===== config.mk =====
export PLATFORM = sky130hd
export DESIGN_NAME = bcd_timer_ctrl
export DESIGN_NICKNAME = d
export VERILOG_FILES = /design/src/rtl/bcd_timer_pkg.sv /design/src/rtl/bcd_digit.sv /design/src/rtl/bcd_timer_ctrl.sv
export SDC_FILE = /design/constraint.sdc
export NUM_CORES = 1
export LEC_CHECK = 0
export ABC_AREA = 1
export CAP_MARGIN = 20
export CORE_ASPECT_RATIO = 1.25
export CORE_MARGIN = 1.5
export CORE_UTILIZATION = 30
export CTS_CLUSTER_DIAMETER = 60
export CTS_CLUSTER_SIZE = 25
export DETAILED_ROUTE_END_ITERATION = 7
export PLACE_DENSITY_LB_ADDON = 0.25
export REMOVE_ABC_BUFFERS = 1
export SYNTH_ARGS = -nofsm -noshare
export SYNTH_HDL_FRONTEND = slang
export SYNTH_HIERARCHICAL = 1
export SYNTH_SLANG_ARGS = --single-unit

===== constraint.sdc =====
create_clock -name clk -period 3.87 [get_ports clk]
set_input_delay 0.774 -clock clk [delete_from_list [all_inputs] [get_ports clk]]
set_output_delay 0.774 -clock clk [all_outputs]
set_load 0.05 [all_outputs]

===== src/rtl/bcd_timer_pkg.sv =====
// Shared types and constants for the cascaded BCD timer.
package bcd_timer_pkg;

  typedef enum logic [1:0] {
    ST_IDLE  = 2'd0,
    ST_RUN   = 2'd1,
    ST_PAUSE = 2'd2,
    ST_DONE  = 2'd3
  } state_e;

  localparam logic [3:0] BCD_MAX = 4'd9;
  localparam logic [3:0] BCD_MIN = 4'd0;

  localparam logic DIR_UP = 1'b0;
  localparam logic DIR_DN = 1'b1;

  // Saturate an out-of-range nibble to the largest BCD digit.
  function automatic logic [3:0] bcd_clamp(input logic [3:0] d);
    return (d > BCD_MAX) ? BCD_MAX : d;
  endfunction

endpackage


===== src/rtl/bcd_digit.sv =====
// Single BCD up/down digit with synchronous load and a carry/borrow-out flag.
module bcd_digit
  import bcd_timer_pkg::*;
(
  input  logic       clk,
  input  logic       rst_n,
  input  logic       load,
  input  logic [3:0] d,
  input  logic       en,
  input  logic       dir,
  output logic [3:0] q,
  output logic       cop
);

  logic [3:0] q_q, q_d;

  // Next digit value: load wins, otherwise step in the given direction.
  always_comb begin
    q_d = q_q;
    if (load) begin
      q_d = d;
    end else if (en) begin
      if (dir == DIR_UP) q_d = (q_q == BCD_MAX) ? BCD_MIN : q_q + 4'd1;
      else               q_d = (q_q == BCD_MIN) ? BCD_MAX : q_q - 4'd1;
    end
  end

  // Digit register.
  always_ff @(posedge clk or negedge rst_n) begin
    if (!rst_n) q_q <= '0;
    else        q_q <= q_d;
  end

  assign q   = q_q;
  assign cop = (dir == DIR_UP) ? (q_q == BCD_MAX) : (q_q == BCD_MIN);

endmodule


===== src/rtl/bcd_timer_ctrl.sv =====
// Run controller: command FSM, prescaler, direction latch and preset clamp
// driving a chain of bcd_digit counters.
module bcd_timer_ctrl
  import bcd_timer_pkg::*;
#(
  parameter int unsigned DIGITS   = 2,
  parameter int unsigned PRESCALE = 4
) (
  input  logic                  clk,
  input  logic                  rst_n,
  input  logic                  start,
  input  logic                  stop,
  input  logic                  load,
  input  logic                  sta,
  input  logic [4*DIGITS-1:0]   preset,
  output logic [4*DIGITS-1:0]   num,
  output logic                  running,
  output logic                  done,
  output logic [1:0]            st
);

  localparam int unsigned PW = (PRESCALE > 1) ? $clog2(PRESCALE) : 1;
  localparam logic [PW-1:0] PS_LAST = PW'(PRESCALE - 1);

  state_e               state_q, state_d;
  logic [PW-1:0]        presc_q, presc_d;
  logic                 dir_q, dir_d;
  logic                 done_q, done_d;
  logic                 load_en, step, tick, term, near_term, upper_cop;
  logic [DIGITS-1:0]    en, cop;
  logic [4*DIGITS-1:0]  num_w, preset_c;

  // Clamp every preset nibble to a legal BCD digit.
  always_comb begin
    preset_c = '0;
    for (int unsigned i = 0; i < DIGITS; i++)
      preset_c[4*i +: 4] = bcd_clamp(preset[4*i +: 4]);
  end

  // Terminal detection: term = already at the end; near_term = one step away,
  // so DONE and the final count update land on the same edge.
  always_comb begin
    upper_cop = 1'b1;
    for (int unsigned i = 1; i < DIGITS; i++) upper_cop = upper_cop & cop[i];
    term      = &cop;
    near_term = upper_cop &
                ((dir_q == DIR_UP) ? (num_w[3:0] == BCD_MAX - 4'd1)
                                   : (num_w[3:0] == BCD_MIN + 4'd1));
  end

  // Ripple enable chain: digit i steps only when all lower digits carry/borrow.
  always_comb begin
    logic acc;
    acc = step;
    en  = '0;
    for (int unsigned i = 0; i < DIGITS; i++) begin
      en[i] = acc;
      acc   = acc & cop[i];
    end
  end

  // Command FSM with priority stop > load > start, plus prescaler and direction.
  always_comb begin
    state_d = state_q;
    presc_d = presc_q;
    dir_d   = dir_q;
    load_en = 1'b0;
    step    = 1'b0;
    tick    = (presc_q == PS_LAST);
    unique case (state_q)
      ST_IDLE: begin
        if (!stop) begin
          // load and start together in IDLE both take effect
          if (load) load_en = 1'b1;
          if (start) begin
            dir_d   = sta;
            presc_d = '0;
            state_d = ST_RUN;
          end
        end
      end
      ST_PAUSE: begin
        if (stop) state_d = ST_IDLE;
        else if (load) load_en = 1'b1;
        else if (start) begin
          dir_d   = sta;
          presc_d = '0;
          state_d = ST_RUN;
        end
      end
      ST_DONE: begin
        if (stop) state_d = ST_IDLE;
        else if (load) begin
          load_en = 1'b1;
          state_d = ST_IDLE;
        end else if (start) begin
          load_en = 1'b1;
          dir_d   = sta;
          presc_d = '0;
          state_d = ST_RUN;
        end
      end
      ST_RUN: begin
        if (stop) begin
          state_d = ST_PAUSE;
        end else if (tick) begin
          presc_d = '0;
          if (term) begin
            state_d = ST_DONE;
          end else begin
            step = 1'b1;
            if (near_term) state_d = ST_DONE;
          end
        end else begin
          presc_d = presc_q + PW'(1);
        end
      end
      default: state_d = ST_IDLE;
    endcase
    done_d = (state_d == ST_DONE) && (state_q != ST_DONE);
  end

  // Control registers.
  always_ff @(posedge clk or negedge rst_n) begin
    if (!rst_n) begin
      state_q <= ST_IDLE;
      presc_q <= '0;
      dir_q   <= DIR_UP;
      done_q  <= 1'b0;
    end else begin
      state_q <= state_d;
      presc_q <= presc_d;
      dir_q   <= dir_d;
      done_q  <= done_d;
    end
  end

  for (genvar g = 0; g < DIGITS; g++) begin : g_digit
    bcd_digit u_digit (
      .clk   (clk),
      .rst_n (rst_n),
      .load  (load_en),
      .d     (preset_c[4*g +: 4]),
      .en    (en[g]),
      .dir   (dir_q),
      .q     (num_w[4*g +: 4]),
      .cop   (cop[g])
    );
  end

  assign num     = num_w;
  assign running = (state_q == ST_RUN);
  assign done    = done_q;
  assign st      = state_q;

endmodule


==> qor.csv <==
metric;value;unit
relSlewSlack;0.540;
core_area;3510;sq um
clockBufferDepth;2;
hold_violations;0;
nets;226;
yosys_warnings;6;
synth_cell_types;24;
finalSetupTns;0;ns
cp_max_fo;6;
crit_required;3.10;ns
post-route-period-util;0.675;
die_area;4070;sq um
cp.arrival;1.84;ns
tightestPinTransition;0.688;ns
end_kind;output port;
numCtsBuffers;3;
skew;0.00277;ns
cts_resized;0;
hold_buffers;0;
synth_seq_area_share;0.316;
start_kind;register;
post_cts_buffers;0;
synth_edf_count;0;
grt_overflow;0;
die_x;57.3;um
p_clk_frac;0.190;
period_minus_slack;2.61;ns
gp_congestion;0.796;
drv_cap;0;
seq_power_share;0.325;
sw_frac_of_total;0.467;
cts.sinks;14;
num_vias;1169;
detail_route.wl_per_cell;10.4;um
p_int;397;uW
syn-instance-count;183;
leakage;0.744;nW
setup_viol;0;
combPwrFrac;0.485;
synth_seq_cells;14;
drive_gt1_frac;0.0762;
grt_usage;0.139;
hold_class;register to register;
fmax;383;MHz
outcome;finished, final reports clean;
path_clk_slew;0.06;ns
initial_utilization;0.315;
antenna_found_initial;0;
fp.dieH;70.9;um
ios;26;
rsz0062_at_grt;false;
p_per_area;512;nW/um^2
syn_area_per_cell;6.05;sq um
tritoncts;built;
slew_violations;0;
area_growth;31.3;%
syn_area;1110;sq um
first_global_vias;1106;
drt_iter0_markers;26;
firstDrtPassIters;5;
ir_worst_vdd;0.000246;V
clkLatencyLatePin;0.24;ns
wirelength;2580;um
grt_pass1_wl;4560;um
path_class;register to output port;
drc_errors;0;
power;745;uW
cts-root-buf;clkbuf_8;
ys.flop_type;dfrtp_1;
dp_hpwl;2030;um
switchingPower;348;uW
rows;24;
antenna_cells;0;
htreeDepth;1;
postRouteAntennaNets;0;
grt_start_max_net_pins;15;
viasPerCell;4.69;
synthArstFlopShare;1.00;
port-buffer-count;25;
[final timing paths]
| path | startpoint | end | slack, ns | cells after the start |
|---|---|---|---|---|
| setup / recovery | st[1] | running | 1.26 | 4 |
| hold / removal | presc_q[1] | presc_q[1] | 0.51 | 2 |
| setup reg to reg | g_digit[0].u_digit/q[0] | g_digit[1].u_digit/q[1] | 1.83 | 8 |
| hold reg to reg | presc_q[1] | presc_q[1] | 0.51 | 2 |
| max in group asynchronous | rst_n | dir_q | 2.48 | 1 |
| min in group asynchronous | rst_n | done | 0.95 | 1 |
[area by class of cell]
class                           count  area, sq um
Inverter                           29          109
Fill cell                         366         2060
Timing Repair Buffer               25          250
Clock buffer                        4         55.1
Multi-Input combinational cell    138          641
Sequential cell                    14          350
Tap cell                           39         48.8
[power by group through the flow]
stage / sequential [mW] / combinational (mW) / clock (mW)
3_3_place_gp: 0.244 / 0.364 / 0
3_5_place_dp: 0.244 / 0.363 / 0
4_1_cts: 0.241 / 0.364 / 0.145
2_1_floorplan: 0.312 / 0.178 / 0
6_report: 0.242 / 0.361 / 0.141
5_1_grt: 0.249 / 0.403 / 0.152
[routing by layer]
metal	wire length, um	track usage	vias up
met2	1260	0.236	14
met1	1240	0.174	514
met5	0	0	-
met4	16	0.0568	0
li1	-	-	639
met3	70	0.0219	2
[critical path, stage by stage, from the launching register on]
cell             delay, ns
dfrtp_1               0.44
inv_1                 0.13
nand2_1               0.09
inv_1                 0.12
clkdlybuf4s50_1       0.81
[placed cells by master, fill, tap and decap left out]
cell	n
a211oi_2	1
a21oi_1	2
a21oi_2	1
a22oi_1	2
and2_1	2
clkbuf_8	4
clkdlybuf4s50_1	25
clkinv_1	2
dfrtp_1	14
ha_1	1
inv_1	23
inv_2	4
nand2_1	72
nand2_2	1
nand3_1	13
nand4_1	2
nor2_1	20
nor2_2	3
nor4_2	1
o2111ai_1	1
o211ai_1	6
o21ai_0	3
o21ai_1	5
o21ai_2	1
or2_1	1
[cells in the mapped netlist (3+ instances only)]
master / number / area (sq um)
inv_1: 23 / 86.3
o21ai_1: 5 / 25.0
nor2_2: 3 / 18.8
nand2_1: 72 / 270
nand3_1: 13 / 65.1
nor2_1: 20 / 75.1
inv_2: 4 / 15.0
o211ai_1: 6 / 45.0
dfrtp_1: 14 / 350
o21ai_0: 3 / 15.0
[sequential cells by signal, indices dropped and copies added (netlist names)]
signal and flops:
dir_q 1, done 1, g_digit.u_digit/q 8, presc_q 2
st 2
[stage by stage]
| step | hold WS, ns | instances | setup slack, ns | util | instance area (sq um) |
|---|---|---|---|---|---|
| after floorplan | 0.463 | 181 | 1.83 | - | 1100 |
| after global placement | 0.480 | 245 | 1.49 | 0.398 | 1400 |
| after detailed placement | 0.496 | 245 | 1.46 | 0.398 | 1400 |
| after CTS | 0.509 | 249 | 1.25 | 0.414 | 1450 |
| after global routing | 0.534 | 249 | 1.14 | 0.414 | 1450 |
| final | 0.506 | 249 | 1.26 | 0.414 | 1450 |
[cells by family after synthesis]
logic type	count (synthesis)	synth area share
adders and majority gates	1	0.0113
and+or+nand+nor	115	0.433
buffers and inverters	31	0.105
DFF	14	0.316
AOI/OAI and AO/OA	22	0.134
Note: power is estimated with default switching activity, not from simulation.
